--- config.mk ---
export PLATFORM = sky130hd
export DESIGN_NAME = mem_port_arbiter
export DESIGN_NICKNAME = d
export VERILOG_FILES = /design/src/rtl/mem_port_arbiter_pkg.sv /design/src/rtl/mem_port_arbiter_rr_pick2.sv /design/src/rtl/mem_port_arbiter.sv
export SDC_FILE = /design/constraint.sdc
export NUM_CORES = 1
export LEC_CHECK = 0
export BUFFER_PORTS_ARGS = -buffer_cell sky130_fd_sc_hd__buf_2
export CAP_MARGIN = 10
export CORE_ASPECT_RATIO = 1.5
export CORE_MARGIN = 5
export CORE_UTILIZATION = 44
export CTS_BUF_LIST = sky130_fd_sc_hd__clkbuf_8
export DETAILED_ROUTE_END_ITERATION = 16
export PLACE_DENSITY = 0.79
export SYNTH_ARGS = -nofsm -noshare
export SYNTH_HDL_FRONTEND = slang
export SYNTH_SLANG_ARGS = --single-unit
--- constraint.sdc ---
create_clock -name clk -period 1.8 [get_ports clk]
set_input_delay 0.36 -clock clk [delete_from_list [all_inputs] [get_ports clk]]
set_output_delay 0.36 -clock clk [all_outputs]
set_load 0.1 [all_outputs]
--- src/rtl/mem_port_arbiter_pkg.sv ---
// Shared definitions for the unified-memory port arbiter: FSM states and owner IDs.
package mem_port_arbiter_pkg;

  typedef enum logic [1:0] {
    ARB_IDLE  = 2'd0,
    ARB_ISSUE = 2'd1,
    ARB_WAIT  = 2'd2,
    ARB_RESP  = 2'd3
  } arb_state_t;

  localparam logic OWN_CORE = 1'b0;
  localparam logic OWN_LOAD = 1'b1;

endpackage

--- src/rtl/mem_port_arbiter_rr_pick2.sv ---
// Combinational 2-way round-robin selector: on contention the port that was not
// served last wins.
module rr_pick2
  import mem_port_arbiter_pkg::*;
(
  input  logic [1:0] req,
  input  logic       last,
  output logic       grant,
  output logic       valid
);

  always_comb begin
    valid = |req;
    if (&req) begin
      grant = (last == OWN_CORE) ? OWN_LOAD : OWN_CORE;
    end else begin
      grant = req[1] ? OWN_LOAD : OWN_CORE;
    end
  end

endmodule

--- src/rtl/mem_port_arbiter.sv ---
// Shares the core's unified instruction/data memory between the core controller
// and the loader; one transaction at a time, round-robin, fixed read latency.
module mem_port_arbiter
  import mem_port_arbiter_pkg::*;
#(
  parameter int unsigned AW      = 32,
  parameter int unsigned DW      = 32,
  parameter int unsigned MEM_LAT = 1
) (
  input  logic          clk,
  input  logic          rst,
  input  logic          c_req,
  input  logic          c_we,
  input  logic [AW-1:0] c_addr,
  input  logic [DW-1:0] c_wdata,
  output logic          c_ack,
  output logic [DW-1:0] c_rdata,
  input  logic          d_req,
  input  logic          d_we,
  input  logic [AW-1:0] d_addr,
  input  logic [DW-1:0] d_wdata,
  output logic          d_ack,
  output logic [DW-1:0] d_rdata,
  output logic          mem_en,
  output logic          mem_we,
  output logic [AW-1:0] mem_addr,
  output logic [DW-1:0] mem_wdata,
  input  logic [DW-1:0] mem_rdata,
  output logic          busy,
  output logic          owner
);

  localparam logic [3:0] LAT = 4'(MEM_LAT);

  arb_state_t state;
  logic       last_owner;
  logic [3:0] cnt;
  logic       win;
  logic       win_valid;

  rr_pick2 u_pick (
    .req   ({d_req, c_req}),
    .last  (last_owner),
    .grant (win),
    .valid (win_valid)
  );

  // mem_we/mem_addr/mem_wdata double as the latched request; mem_we is only
  // cleared after ISSUE has consumed it to pick the write or read path.
  always_ff @(posedge clk or negedge rst) begin
    if (!rst) begin
      state      <= ARB_IDLE;
      last_owner <= OWN_LOAD;
      cnt        <= '0;
      owner      <= OWN_CORE;
      busy       <= 1'b0;
      mem_en     <= 1'b0;
      mem_we     <= 1'b0;
      mem_addr   <= '0;
      mem_wdata  <= '0;
      c_ack      <= 1'b0;
      d_ack      <= 1'b0;
      c_rdata    <= '0;
      d_rdata    <= '0;
    end else begin
      case (state)
        ARB_IDLE: begin
          if (win_valid) begin
            owner     <= win;
            busy      <= 1'b1;
            mem_en    <= 1'b1;
            mem_we    <= (win == OWN_LOAD) ? d_we    : c_we;
            mem_addr  <= (win == OWN_LOAD) ? d_addr  : c_addr;
            mem_wdata <= (win == OWN_LOAD) ? d_wdata : c_wdata;
            state     <= ARB_ISSUE;
          end
        end
        ARB_ISSUE: begin
          mem_en <= 1'b0;
          mem_we <= 1'b0;
          cnt    <= '0;
          if (mem_we) begin
            c_ack <= (owner == OWN_CORE);
            d_ack <= (owner == OWN_LOAD);
            state <= ARB_RESP;
          end else begin
            state <= ARB_WAIT;
          end
        end
        ARB_WAIT: begin
          cnt <= cnt + 4'd1;
          if (cnt + 4'd1 == LAT) begin
            if (owner == OWN_LOAD) d_rdata <= mem_rdata;
            else                   c_rdata <= mem_rdata;
            c_ack <= (owner == OWN_CORE);
            d_ack <= (owner == OWN_LOAD);
            state <= ARB_RESP;
          end
        end
        ARB_RESP: begin
          c_ack      <= 1'b0;
          d_ack      <= 1'b0;
          busy       <= 1'b0;
          last_owner <= owner;
          state      <= ARB_IDLE;
        end
      endcase
    end
  end

endmodule

Yosys cells after proc, flatten, opt, wreduce, memory -nomap -nowiden
Cells that the tools add are included.
- input port bits: 166
- register bits: 141
- output and inout bits: 134
- word-level logic and storage cells: 58
- add/sub/neg operators: 1
- mux-type cells: 22
- equal/unequal tests: 7
- reductions and logical operators: 14
- bitwise logic cells: 1
- operators with widths (kind ; number):
    32-bit two-way mux ; 2
    1-bit two-way mux ; 11
    2-bit AND reduction ; 5
    3-bit AND reduction ; 3
    2-bit case mux with 4 select lines ; 1
    4-bit case mux with 2 select lines ; 1
    1-bit case mux with 2 select lines ; 3
    1-bit case mux with 3 select lines ; 2
    2-bit nonzero test ; 3
    4-bit by 1-bit adder with 4-bit output (second input constant) ; 1
    2-bit equality test (second input constant) ; 2
    4-bit by 1-bit equality test with 1-bit output (second input constant) ; 1
    2-bit two-way mux ; 2
    2-bit != test (second input constant) ; 2
    3-bit nonzero test ; 1
    2-bit by 1-bit equality test with 1-bit output (second input constant) ; 1
    2-bit logical NOT ; 1
    2-bit by 1-bit != test with 1-bit output (second input constant) ; 1
    2-bit OR reduction ; 1
    1-bit NOT ; 1

Longest topological paths before layout
Gate-level depths: netlist of the first run.
- depth after elaboration: 5
- gate-level depth with buffers: 8
- depth with buffers taken out: 7

Hierarchy
From an unflattened synthesis of the first run, not the netlist that was laid out.
- cells, all modules: 496
- area total of the unflattened synthesis: 6336.1 um^2
- by module, submodules not included (module ; area each (um^2) ; sequential area each (um^2) ; instances ; cells each):
    mem_port_arbiter ; 6322.3 ; 3529.6 ; 1 ; 494
    rr_pick2 ; 13.8 ; 0.0 ; 1 ; 2

Worst setup path before layout of the first run
Ideal clock, no wire load.
- path kind: register to register
- start point: reg owner
- end point: reg c_rdata[0]
- arrival time: 1871 ps
- setup time: 125 ps
- required time: 1675 ps
- buffers on the path: 1
- slack: -197 ps
- period minus slack after synthesis: 1997 ps
- cell stages (with the launch flop): 5
- cell sequence: dfrtp_1 > inv_1 > nand4_4 > buf_6 > mux2_4
- cells in the longest elaborated chain, start to end: 2
- RTL lines (element ; line ; source):
    from (decl) ; mem_port_arbiter.sv:30 ; output logic owner
    from (signal assigned) ; mem_port_arbiter.sv:69 ; owner <= win;
    1-bit NOT (no source line) ; -- ;
    3-bit AND reduction (no source line) ; -- ;
    to (signal assigned) ; mem_port_arbiter.sv:94 ; else c_rdata <= mem_rdata;
    to (decl) ; mem_port_arbiter.sv:17 ; output logic [DW-1:0] c_rdata,
Every way passes these cells.
A chain may end at the register's enable or synchronous reset.

Worst setup path in the final report of the first run
- start point: reg cnt[1]
- end point: reg d_rdata[13]
- cells in the longest elaborated chain, start to end: 3
- RTL lines (element ; line ; source):
    from (decl) ; mem_port_arbiter.sv:37 ; logic [3:0] cnt;
    from (signal assigned) ; mem_port_arbiter.sv:91 ; cnt <= cnt + 4'd1;
    4-bit by 1-bit adder with 4-bit output ; mem_port_arbiter.sv:92 ; if (cnt + 4'd1 == LAT) begin
    4-bit by 1-bit equality test with 1-bit output ; mem_port_arbiter.sv:92 ;
    3-bit AND reduction (no source line) ; -- ;
    to (signal assigned) ; mem_port_arbiter.sv:93 ; if (owner == OWN_LOAD) d_rdata <= mem_rdata;
    to (decl) ; mem_port_arbiter.sv:23 ; output logic [DW-1:0] d_rdata,
Every way passes these cells.

==> results of run 1 <==
==> cell families (layout without fill, tap and decap cells) <==
kind of cell	after synthesis	in the layout	share of synthesized area, %
AO/OA/AOI/OAI	87	87	7.846
multiplexers	131	131	25.57
flip-flops	141	141	55.75
AND/OR/NAND/NOR	88	89	6.205
adder cells (fa/ha/maj)	6	6	1.186
buffers and inverters	40	392	3.439
==> final cells by class <==
type                       count  area, sq um  area share (%)
inverter                      12        50.05          0.5590
clock buffer                  18        247.7           2.767
multi-input combinational    313         2745           30.66
clock inverter                14        122.6           1.369
sequential                   141         3535           39.48
timing repair buffer         348         2013           22.48
tap                          192        240.2           2.683
==> Yosys cell counts (all sizes together) <==
cell / number / area, sq um
buf: 17 / 131.4
a22o: 3 / 26.28
a21oi: 4 / 23.77
o311a: 1 / 11.26
nand2: 71 / 266.5
inv: 12 / 45.04
nor2: 4 / 15.01
dfrtp: 140 / 3503
clkbuf: 11 / 41.29
a21boi: 2 / 15.02
nand4: 2 / 42.54
o31ai: 2 / 15.01
mux2: 66 / 968.4
nand3: 3 / 20.02
nand2b: 1 / 6.260
o22ai: 4 / 38.79
and2: 2 / 12.51
mux2i: 65 / 650.6
or3: 2 / 12.51
o2bb2a: 1 / 10.01
dfstp: 1 / 26.28
ha: 6 / 75.07
nor3: 1 / 5.000
a32oi: 1 / 8.760
a21o: 1 / 7.510
o21ai: 68 / 340.3
or2: 2 / 12.51
==> flip-flops by register name (all words and copies together), names as in the netlist <==
register,cells
mem_we,1
d_ack,1
mem_addr,32
mem_en,1
c_rdata,32
c_ack,1
d_rdata,32
cnt,4
owner,1
last_owner,1
busy,1
state,2
mem_wdata,32
==> metal layers <==
metal	part of all wire, %	routed length, microns	vias up
li1	-	-	2402
met1	37	6854	2410
met2	52	9653	238
met3	9.0	1658	21
met4	1.8	327	0
met5	0	0	-
==> through the flow <==
step | setup TNS (ns) | instances | setup slack, ns | area, sq um
floorplan | 0 | 493 | 0.003292 | 6356
global placement | -1.800 | 995 | -0.06605 | 8334
detailed placement | -4.222 | 995 | -0.1223 | 8334
CTS | -5.303 | 1035 | -0.1205 | 8870
global route | -9.461 | 1038 | -0.2013 | 8954
finish | -5.718 | 1038 | -0.1388 | 8954
==> worst paths after layout <==
path	startpoint	to	slack [ns]
worst max register to register	cnt[1]	d_rdata[13]	-0.14
worst min-delay path	mem_rdata[20]	c_rdata[20]	0.17
worst max-delay path	cnt[1]	d_rdata[13]	-0.14
min in group asynchronous	rst	c_rdata[29]	0.41
worst min register to register	mem_wdata[4]	mem_wdata[4]	0.48
max in group asynchronous	rst	d_rdata[10]	0.79
==> critical path, cell delays in order (launching register included) <==
cell	delay, ns
dfrtp_1	0.41
ha_4	0.18
and2_4	0.15
a21oi_4	0.07
o22ai_4	0.25
buf_6	0.16
nand4_4	0.15
buf_12	0.19
mux2_4	0.29
==> repair_timing <==
item,in CTS,in global routing
hold endpoints to repair,39,0
gates resized for setup,23,13
pin swaps,5,4
cloned,1,0
setup endpoints to repair,63,101
hold buffers,1,0
buffers inserted,6,3
==> results_dict.tcl, run 1 <==
set metrics [dict create \
    status "complete, but fails checks" \
    violations "setup timing" \
    htree_num_levels 4 \
    postRouteAntennaNets 0 \
    grt_max_degree 52 \
    clock_skew_ns 0.01964 \
    worst_setup_path_start_kind "register" \
    cts_tree "yes" \
    hold_class "in2reg" \
    die_w_microns 107.9 \
    grt_most_used_layer "met2" \
    hold_ws_ns 0.1691 \
    fin_crit_sh_pct 107.7 \
    crit_arrival_ns 2.26 \
    cts.sinks 141 \
    final_common_cell "buf_2" \
    ys_seq_elements 141 \
    area_delta_synth_final_pct 41.42 \
    io_buffer_count 299 \
    core_area_sq_um 14060 \
    die_h_microns 156.9 \
    grt_use_met3_pct 6.483 \
    worstMarginPinSlew_ns 0.5308 \
    clock-root-buffer "clkbuf_8" \
    drv_cap 0 \
    maxSlewHeadroom_pct 64.86 \
    nets 1005 \
    first_iter_violations 197 \
    max_clock_freq_mhz 515.8 \
    finalHoldViolCount 0 \
    cts_buffers 17 \
    antennaDiodeCount 0 \
    hpwl_mm 14.13 \
    critical_path_class "reg2reg" \
    final_cell_mix "buf_2, dfrtp_1, nand2_1" \
    first_global_vias 5331 \
    dr.pass1.iters 4 \
    num_vias 5071 \
    clock_path_buffers 2 \
    nFillCells 1133 \
    synth_nets 665 \
    final_util_pct 63.69 \
    num_rows 53 \
    cp-end-kind "register" \
    rsz0062_at_grt "true" \
    yosysUniqueCellTypes 35 \
    io_pins 300 \
    grt_use_met1_pct 24.02 \
    fin_ws_ns -0.1388 \
    viasPerCell 4.885 \
    syn_area_per_cell_sq_um 12.84 \
    clkTransAtPathRegs_ns 0.10 \
    wl_mm 18.49 \
    drive_gt1_share_pct 55.91 \
    slew_violations 0 \
    clock_latency_ns 0.44 \
    setup-violations-final 67 \
    seq_area_frac_synth_pct 55.75 \
    period_needed_ns 1.939 \
    use_met2_pct 39.06 \
    whs_path_depth 2 \
    r2r_cells 8 \
    crit_fanout 6 \
    grt_usage_pct 21.50 \
    antenna_found_initial 0 \
    yosysWarnings 0 \
    place.gp.congestion 0.7918 \
    wl_per_cell_microns 17.82 \
    route.detailed.drc 0 \
    synth_cells 493 \
    grt-ovfl-total 0 \
    die_area_sq_um 16940 \
    crit_required_ns 2.12 \
    initial_core_util_pct 45.03 \
    grt_pass1_wl_mm 28.33 \
    syn-cell-area_sq_um 6331 \
]
Power of run 1 is not shown: default switching activity piles up to over one toggle a cycle in this logic, so the estimate is an artifact.
==> run 2: changes to the inputs <==
- CELL_PAD_IN_SITES_DETAIL_PLACEMENT: default -> 0
- CELL_PAD_IN_SITES_GLOBAL_PLACEMENT: default -> 2
- CORE_UTILIZATION: 44 -> 27
- PLACE_DENSITY: 0.79 -> default
- PLACE_DENSITY_LB_ADDON: default -> 0.1
==> run 2 against run 1 <==
  * The run still ends with setup timing left
  * Sequential share of layout area decreased by 0.58 points
  * Non-clock buffer count decreased by 13
  * Register-to-register slack improved by 0.02 ns
  * Global-route usage decreased by 7.4 points
  * Clock skew decreased by 0.011 ns
  * Largest cell class unchanged
  * Cell count increased by 11%
  * Critical path depth unchanged
  * First-iteration DRC count decreased by 48%
  * Fmax increased by 1.2%
  * Clock-buffer cell count unchanged
  * Worst hold slack got worse by 0.018 ns
  * Highest routed layer unchanged
  * Via count decreased by 4.8%
==> results_dict.tcl, run 2 (same netlist as run 1, synthesis figures left out) <==
set metrics [dict create \
    status "complete, but fails checks" \
    violations "setup timing" \
    grt_pass1_wl_mm 29.33 \
    area_delta_synth_final_pct 43.42 \
    setup-violations-final 58 \
    fin_ws_ns -0.1152 \
    route.detailed.drc 0 \
    worstMarginPinSlew_ns 0.5183 \
    core_area_sq_um 23060 \
    viasPerCell 4.209 \
    cts_buffers 17 \
    fin_crit_sh_pct 106.4 \
    final_cells 1147 \
    cp-end-kind "register" \
    grt_usage_pct 14.06 \
    crit_top_cell "buf_6" \
    cts.sinks 141 \
    nets 991 \
    crit_fanout 4 \
    hpwl_mm 14.58 \
    drive_gt1_share_pct 54.45 \
    cp_slowest_cell "dfrtp_1" \
    final_common_cell "buf_2" \
    final_cell_mix "buf_2, dfrtp_1, nand2_1" \
    die_area_sq_um 26670 \
    clock_skew_ns 0.008596 \
    dr.pass1.iters 4 \
    hold_ws_ns 0.1513 \
    numPlacedInstances 1104 \
    first_global_vias 5340 \
    die_h_microns 197.5 \
    period_needed_ns 1.915 \
    cts_tree "yes" \
    finalHoldViolCount 0 \
    max_clock_freq_mhz 522.1 \
    rsz0062_at_grt "true" \
    io_pins 300 \
    final_util_pct 39.38 \
    antennaDiodeCount 0 \
    clock-root-buffer "clkbuf_8" \
    wl_per_cell_microns 16.78 \
    io_buffer_count 299 \
    num_vias 4828 \
    critical_path_class "reg2reg" \
    drv_cap 0 \
    slew_violations 0 \
    maxSlewHeadroom_pct 65.32 \
    first_iter_violations 103 \
    htree_num_levels 4 \
    clock_path_buffers 2 \
    worst_setup_path_start_kind "register" \
    postRouteAntennaNets 0 \
    die_w_microns 135.0 \
    cp_cell_sequence "buf_6 -> buf_6 -> buf_6 -> nand3_4 -> or3_4 -> o311a_4 -> a21oi_4 -> mux2_4" \
    slowest_delay_ns 0.42 \
    hold_class "in2reg" \
    place.gp.congestion 0.7932 \
    initial_core_util_pct 27.46 \
    grt-ovfl-total 0 \
    crit_required_ns 2.13 \
    wl_mm 19.25 \
    clock_latency_ns 0.45 \
    setup_tns_ns -4.962 \
    num_rows 68 \
    crit_arrival_ns 2.25 \
    antenna_found_initial 0 \
    grt_max_degree 105 \
    clkTransAtPathRegs_ns 0.08 \
]
==> run 2: changes by cell type in the layout (fill, tap and decap cells not counted), moves of 3 or more <==
cell       delta
bufinv_16     +4
inv_6         -6
clkinv_4      +3
clkbuf_16     +3
clkinv_2      +3
buf_6         -5
buf_4        -13
==> run 2: final cells by class <==
type,count,area (sq um)
well taps,315,394.1
fillers,2282,13980
multi-input cells,312,2693
clock inverters,14,193.9
clock buffers,18,247.7
repair buffers,335,1974
inverters,12,45.04
flip-flops and latches,141,3532
==> run 2: critical path: cells and delay by family, from the launching register on <==
family / cells / cell delay, ns
simple gates: 2 / 0.48
flops: 1 / 0.42
buf+inv: 3 / 0.32
mux: 1 / 0.31
compound gates: 2 / 0.29
==> run 2: path summary, 6_finish.rpt <==
check	startpoint	end	slack, ns	cells past startpoint
max	cnt[1]	state[1]	-0.12	8
min	mem_rdata[30]	d_rdata[30]	0.15	2
min reg2reg	mem_wdata[23]	mem_wdata[23]	0.48	2
min in group asynchronous	rst	c_rdata[15]	0.38	2
max reg2reg	cnt[1]	state[1]	-0.12	8
max in group asynchronous	rst	mem_addr[8]	0.80	3
==> run 2: metal layers <==
metal  GRT usage, %  vias up  wire (microns)
met5              0        -               0
met4          4.258        0             244
met3          5.199       15            1536
met2          25.05      194           10000
met1          15.57     2259            7466
li1               -     2360               -
==> run 2: metrics by stage <==
stage          setup slack [ns]  cell area [sq um]
5_1_grt                 -0.2019               9080
2_1_floorplan          0.003292               6356
3_5_place_dp            -0.1287               8383
4_1_cts                 -0.1262               8955
6_report                -0.1152               9080
3_3_place_gp           -0.06083               8383
==> run 2: what timing repair did <==
action                     4_1_cts  5_1_grt
pin swaps                        1       10
hold buffers                     1        0
gates resized for setup          8       16
hold endpoints to repair        33        0
cloned                           1        3
setup endpoints to repair       69       69
setup buffers                    6        2
Power of run 2 is left out for the same reason.
